==> src/rtl/uart_rx_if.sv <==
// Byte handshake between uart_rx (master) and the card logic (slave),
// plus the one-cycle framing/overrun error pulses.
interface uart_rx_if;
   logic       o_valid;
   logic [7:0] o_data;
   logic       i_ready;
   logic       o_frameError;
   logic       o_overrun;

   modport master (output o_valid, o_data, o_frameError, o_overrun, input i_ready);
   modport slave  (input o_valid, o_data, o_frameError, o_overrun, output i_ready);
endinterface

==> src/rtl/uart_rx.sv <==
// 8N1 UART receiver (8N2 accepted) with valid/ready output and error pulses.
// Define UART_RX_FIFO_EN for a FIFO_DEPTH-entry receive FIFO instead of a single holding register.
module uart_rx #(
   parameter int CLK_DIVIDE = 868
`ifdef UART_RX_FIFO_EN
   ,
   parameter int FIFO_DEPTH = 4
`endif
) (
   input  logic      i_clk,
   input  logic      i_resetn,
   input  logic      i_serialIn,
   uart_rx_if.master rx_if
);
   localparam int            CW       = $clog2(CLK_DIVIDE) + 1;
   localparam logic [CW-1:0] HALF_BIT = CW'(CLK_DIVIDE / 2);
   localparam logic [CW-1:0] FULL_BIT = CW'(CLK_DIVIDE);
   localparam logic [CW-1:0] CNT_ONE  = CW'(1);

   typedef enum logic [2:0] {WAIT_IDLE, IDLE, START, DATA, STOP} state_t;

   logic          sync_q;
   logic          rx_q;
   state_t        state_q, state_d;
   logic [CW-1:0] clk_count_q, clk_count_d;
   logic [2:0]    bit_count_q, bit_count_d;
   logic [7:0]    shift_q, shift_d;
   logic          frame_error_q, frame_error_d;
   logic          overrun_q, overrun_d;
   logic          push;

   always_comb begin
      state_d       = state_q;
      clk_count_d   = clk_count_q + CNT_ONE;
      bit_count_d   = bit_count_q;
      shift_d       = shift_q;
      push          = 1'b0;
      frame_error_d = 1'b0;
      case (state_q)
         WAIT_IDLE: if (rx_q) state_d = IDLE;
         IDLE: begin
            if (!rx_q) begin
               clk_count_d = '0;
               state_d     = START;
            end
         end
         START: begin
            if (clk_count_q == HALF_BIT) begin
               if (!rx_q) begin
                  clk_count_d = '0;
                  bit_count_d = '0;
                  state_d     = DATA;
               end else begin
                  state_d = IDLE;
               end
            end
         end
         DATA: begin
            if (clk_count_q == FULL_BIT) begin
               shift_d     = {rx_q, shift_q[7:1]};
               clk_count_d = '0;
               if (bit_count_q == 3'd7) state_d = STOP;
               else                     bit_count_d = bit_count_q + 3'd1;
            end
         end
         STOP: begin
            // Only one stop bit is checked; a second one just reads as idle.
            if (clk_count_q == FULL_BIT) begin
               if (rx_q) begin
                  push    = 1'b1;
                  state_d = IDLE;
               end else begin
                  frame_error_d = 1'b1;
                  state_d       = WAIT_IDLE;
               end
            end
         end
         default: state_d = WAIT_IDLE;
      endcase
   end

   // Synchronizer flops reset high so a held-low line is not mistaken for a start.
   always_ff @(posedge i_clk or negedge i_resetn) begin
      if (!i_resetn) begin
         sync_q        <= 1'b1;
         rx_q          <= 1'b1;
         state_q       <= WAIT_IDLE;
         clk_count_q   <= '0;
         bit_count_q   <= '0;
         shift_q       <= '0;
         frame_error_q <= 1'b0;
      end else begin
         sync_q        <= i_serialIn;
         rx_q          <= sync_q;
         state_q       <= state_d;
         clk_count_q   <= clk_count_d;
         bit_count_q   <= bit_count_d;
         shift_q       <= shift_d;
         frame_error_q <= frame_error_d;
      end
   end

`ifdef UART_RX_FIFO_EN
   localparam int          AW      = $clog2(FIFO_DEPTH);
   localparam logic [AW:0] PTR_ONE = (AW + 1)'(1);

   logic [7:0]  mem_q [FIFO_DEPTH];
   logic [7:0]  mem_d [FIFO_DEPTH];
   logic [AW:0] wr_ptr_q, wr_ptr_d;
   logic [AW:0] rd_ptr_q, rd_ptr_d;
   logic        empty, full, pop;

   // The extra pointer bit tells a full FIFO from an empty one.
   assign empty = (wr_ptr_q == rd_ptr_q);
   assign full  = (wr_ptr_q[AW] != rd_ptr_q[AW]) && (wr_ptr_q[AW-1:0] == rd_ptr_q[AW-1:0]);
   assign pop   = !empty && rx_if.i_ready;

   always_comb begin
      mem_d     = mem_q;
      wr_ptr_d  = wr_ptr_q;
      rd_ptr_d  = pop ? rd_ptr_q + PTR_ONE : rd_ptr_q;
      overrun_d = 1'b0;
      if (push) begin
         if (!full || pop) begin
            mem_d[wr_ptr_q[AW-1:0]] = shift_q;
            wr_ptr_d                = wr_ptr_q + PTR_ONE;
         end else begin
            overrun_d = 1'b1;
         end
      end
   end

   always_ff @(posedge i_clk or negedge i_resetn) begin
      if (!i_resetn) begin
         for (int i = 0; i < FIFO_DEPTH; i++) mem_q[i] <= '0;
         wr_ptr_q  <= '0;
         rd_ptr_q  <= '0;
         overrun_q <= 1'b0;
      end else begin
         mem_q     <= mem_d;
         wr_ptr_q  <= wr_ptr_d;
         rd_ptr_q  <= rd_ptr_d;
         overrun_q <= overrun_d;
      end
   end

   assign rx_if.o_valid = !empty;
   assign rx_if.o_data  = mem_q[rd_ptr_q[AW-1:0]];
`else
   logic       valid_q, valid_d;
   logic [7:0] data_q, data_d;
   logic       pop;

   assign pop = valid_q && rx_if.i_ready;

   // A pop frees the register in the same cycle, so a simultaneous push is kept.
   always_comb begin
      valid_d   = valid_q && !pop;
      data_d    = data_q;
      overrun_d = 1'b0;
      if (push) begin
         if (!valid_q || pop) begin
            valid_d = 1'b1;
            data_d  = shift_q;
         end else begin
            overrun_d = 1'b1;
         end
      end
   end

   always_ff @(posedge i_clk or negedge i_resetn) begin
      if (!i_resetn) begin
         valid_q   <= 1'b0;
         data_q    <= '0;
         overrun_q <= 1'b0;
      end else begin
         valid_q   <= valid_d;
         data_q    <= data_d;
         overrun_q <= overrun_d;
      end
   end

   assign rx_if.o_valid = valid_q;
   assign rx_if.o_data  = data_q;
`endif

   assign rx_if.o_frameError = frame_error_q;
   assign rx_if.o_overrun    = overrun_q;
endmodule

==> src/flat_wrapper.sv <==
// flat-port wrapper written by rule: the top's interface ports become plain ports
module uart_rx_flat 
#(
   parameter int CLK_DIVIDE = 868

)
  (i_clk, i_resetn, i_serialIn, rx_if_o_valid, rx_if_o_data, rx_if_o_frameError, rx_if_o_overrun, rx_if_i_ready);
  uart_rx_if rx_if_i ();
  input  logic i_clk;
  input  logic i_resetn;
  input  logic i_serialIn;
  output wire logic [$bits(rx_if_i.o_valid)-1:0] rx_if_o_valid;
  output wire logic [$bits(rx_if_i.o_data)-1:0] rx_if_o_data;
  output wire logic [$bits(rx_if_i.o_frameError)-1:0] rx_if_o_frameError;
  output wire logic [$bits(rx_if_i.o_overrun)-1:0] rx_if_o_overrun;
  input wire logic [$bits(rx_if_i.i_ready)-1:0] rx_if_i_ready;
  assign rx_if_o_valid = rx_if_i.o_valid;
  assign rx_if_o_data = rx_if_i.o_data;
  assign rx_if_o_frameError = rx_if_i.o_frameError;
  assign rx_if_o_overrun = rx_if_i.o_overrun;
  assign rx_if_i.i_ready = rx_if_i_ready;
  uart_rx #(.CLK_DIVIDE(CLK_DIVIDE)) u_core (.i_clk(i_clk), .i_resetn(i_resetn), .i_serialIn(i_serialIn), .rx_if(rx_if_i));
endmodule
==> config.mk <==
export PLATFORM = sky130hd
export DESIGN_NAME = uart_rx_flat
export DESIGN_NICKNAME = d
export VERILOG_FILES = /design/src/rtl/uart_rx_if.sv /design/src/rtl/uart_rx.sv /design/src/flat_wrapper.sv
export SDC_FILE = /design/constraint.sdc
export NUM_CORES = 1
export LEC_CHECK = 0
export BUFFER_PORTS_ARGS = -buffer_cell sky130_fd_sc_hd__buf_2
export CAP_MARGIN = 20
export CORE_MARGIN = 4
export CORE_UTILIZATION = 50
export CTS_CLUSTER_SIZE = 8
export DETAILED_ROUTE_END_ITERATION = 7
export PLACE_DENSITY = 0.79
export SYNTH_ARGS = -nofsm -noshare
export SYNTH_HDL_FRONTEND = slang
export SYNTH_SLANG_ARGS = --single-unit
==> constraint.sdc <==
create_clock -name i_clk -period 2.4 [get_ports i_clk]
set_clock_uncertainty 0.1 [all_clocks]
set_input_delay 0.12 -clock i_clk [delete_from_list [all_inputs] [get_ports i_clk]]
set_output_delay 0.12 -clock i_clk [all_outputs]
set_load 0.02 [all_outputs]
==> flow_summary.yaml <==
layout:
  area_growth_syn_to_layout_pct: 12.8
  nets: 189
  layout-drive-gt1-share: 0.282
  post-route-util: 0.603
  final_area_um2: 2090
  fill_cells: 269
  diodes: 0
floorplan:
  die_y_um: 68.9
  row_count: 21
  die_area_um2: 4750
  core_um2: 3470
  initial_core_util: 0.535
  ioPinCount: 15
  die-width_um: 68.9
sta:
  tightest_slew_ps: 814
  rsz0062_at_grt: "no"
  fin_crit_ps: 1900
  maxSlewHeadroom: 0.457
  finalSetupViolCount: 0
  finalHoldViolCount: 0
  fin_setup_tns_ps: 0
  period_share: 0.792
  slew_violations: 0
  max_freq_mhz: 526
synthesis:
  yosysSeqAreaShare: 0.514
  syn_area_um2: 1850
  synth_seq_cells: 38
  ys_warn_count: 0
  syn_area_per_cell_um2: 11.7
  ys_types: 38
  synth_fp_nets: 168
  syn_inst: 159
clock_tree:
  clkSinkCount: 38
  cts-root-buf: "clkbuf_8"
  h-tree-depth: 2
  cts_tree: "done"
  clk_pin_slew_ps: 70
  cts_made_buffers: 5
  clock_latency_ps: 290
  cts_buffer_depth: 2
global_route:
  grt_pass1_vias: 1267
  grt_max_degree: 39
  grtUsageTotal: 0.178
  overflow: 0
  grt_pass1_wl_um: 5990
  antenna_found_initial: 0
detailed_routing:
  wl_per_cell_um: 15.2
  num_vias: 1261
  drt_iter0_drc: 135
  via_per_inst: 5.56
  wl_um: 3460
  drc_errors: 0
  firstDrtPassIters: 4
  antenna_left: 0
worst_setup_path:
  critPathCaptureType: "flip-flop"
  cp.required_ps: 2470
  startpoint_type: "flip-flop"
  crit_type: "reg -> reg"
  crit_arrival_ps: 1970
  crit_path_max_fanout: 8
place:
  place_congestion: 0.828
  dp_hpwl_um: 2450
  portBuffers: 14
  dpl-instance-area_um2: 1980
power_and_ir_drop:
  max-vdd-ir-drop_v: 0.000471
  finalPower_uw: 1500
  power_density_nw_per_um2: 718
  cellLeakagePower_uw: 0.000989
outcome:
  status: "finished, final reports clean"
run:
  max-cap-violations: 0
worst_hold_path:
  hold_path.class: "in -> reg"
==> critical path, stage by stage, from the launching register on <==
cell and delay, ps:
dfrtp_1 430, inv_1 100, ha_1 150, and4b_4 280, nand4_4 150, nor2_8 210, mux2_2 360
==> where the power goes <==
part	switching, µW	leakage [µW]	internal [µW]
clock	216	0.0000482	232
combinational	142	0.000438	111
sequential	95.1	0.000502	707
==> timing repair <==
action,CTS,global route
buffers inserted,0,0
hold endpoints to repair,37,0
gates resized for setup,0,0
hold buffers,2,0
==> layout by cell type, fill, tap and decap left out, types with 2 or more instances in the layout <==
cell type      synthesis  final
a21oi_1                5      5
buf_2                  3     14
buf_4                  0      3
clkbuf_8               0      6
dfrtp_1               36     36
dfstp_2                2      2
dlygate4sd3_1          0      2
ha_1                   5      5
inv_1                  4      4
mux2_2                16     16
nand2_1               11     11
nand2b_1               3      3
nand3_1               11     11
nand3b_1               2      2
nor2_1                 4      4
nor2_8                 2      2
nor3_1                15     15
nor4_1                 4      4
o211ai_1               3      3
o21ai_0                5      5
xnor2_1                7      7
xor2_1                 2      2
==> area by class of cell <==
class	count	area [µm²]	area share
clock inverter	1	5.00	0.00239
clock buffer	7	86.3	0.0413
inverter	4	15.0	0.00718
sequential	38	953	0.456
tap	46	57.6	0.0275
timing repair buffer	19	113	0.0538
multi-input combinational	112	862	0.412
==> stage by stage <==
step | std cells | hold slack (ps) | setup slack [ps]
2_1_floorplan | 159 | -276 | 631
3_3_place_gp | 217 | 126 | 579
3_5_place_dp | 217 | 128 | 517
4_1_cts | 227 | 43.1 | 490
5_1_grt | 227 | 62.3 | 402
6_report | 227 | 51.0 | 499
==> registers in the layout, indices dropped and copies added, names as in the netlist <==
register / flops
u_core.state_q: 3
u_core.sync_q: 1
u_core.clk_count_q: 11
u_core.shift_q: 8
u_core.rx_if.o_valid: 1
u_core.rx_if.o_data: 8
u_core.rx_if.o_overrun: 1
u_core.bit_count_q: 3
u_core.rx_if.o_frameError: 1
u_core.rx_q: 1
==> cell families after synthesis <==
logic type,count (synthesis),synth area share
AO/OA/AOI/OAI,18,0.0621
XOR/XNOR,9,0.0425
adder cells (fa/ha/maj),5,0.0337
buffers and inverters,9,0.0209
flip-flops,38,0.514
multiplexers,16,0.0972
AND/OR/NAND/NOR,64,0.229
==> routing by layer <==
| layer | vias to the layer above | share of wire | wire [µm] | global-route usage |
|---|---|---|---|---|
| li1 | 614 | - | - | - |
| met1 | 613 | 0.44 | 1530 | 0.226 |
| met2 | 29 | 0.48 | 1670 | 0.273 |
| met3 | 5 | 0.055 | 189 | 0.0567 |
| met4 | 0 | 0.022 | 75 | 0.0900 |
| met5 | - | 0 | 0 | 0 |
==> path summary, 6_finish.rpt <==
| check | startpoint | cells after the start | end | slack, ps |
|---|---|---|---|---|
| hold / removal | rx_if_i_ready | 3 | u_core.rx_if.o_overrun$_DFF_PN0_ | 50 |
| max in group asynchronous | i_resetn | 2 | u_core.rx_if.o_data[0]$_DFFE_PN0P_ | 1330 |
| min in group asynchronous | i_resetn | 2 | u_core.state_q[2]$_DFFE_PN0P_ | 360 |
| setup reg to reg | u_core.clk_count_q[0]$_DFF_PN0_ | 6 | u_core.rx_if.o_data[6]$_DFFE_PN0P_ | 500 |
| setup / recovery | u_core.clk_count_q[0]$_DFF_PN0_ | 6 | u_core.rx_if.o_data[6]$_DFFE_PN0P_ | 500 |
| hold reg to reg | u_core.sync_q$_DFF_PN1_ | 0 | u_core.rx_q$_DFF_PN1_ | 270 |
==> synthesized netlist by cell type <==
cell type,count,area [µm²]
a21oi_1,5,25.0
a221oi_1,1,8.76
a311oi_1,1,8.76
a32oi_1,1,8.76
and2b_1,1,7.51
and2b_2,1,8.76
and4b_1,1,10.0
and4b_4,1,13.8
and4bb_4,1,16.3
buf_2,3,15.0
clkbuf_1,1,3.75
clkbuf_2,1,5.00
dfrtp_1,36,901
dfstp_2,2,52.6
ha_1,5,62.6
inv_1,4,15.0
mux2_2,16,180
nand2_1,11,41.3
nand2b_1,3,18.8
nand3_1,11,55.1
nand3_4,1,17.5
nand3b_1,2,15.0
nand4_4,1,21.3
nor2_1,4,15.0
nor2_8,2,40.0
nor2b_1,1,6.26
nor3_1,15,75.1
nor3b_1,1,7.51
nor3b_4,1,18.8
nor4_1,4,25.0
o211ai_1,3,22.5
o21a_1,1,7.51
o21ai_0,5,25.0
o32ai_1,1,8.76
or2_1,1,6.26
or2_2,1,6.26
xnor2_1,7,61.3
xor2_1,2,17.5
(Power assumes the default switching activity.)
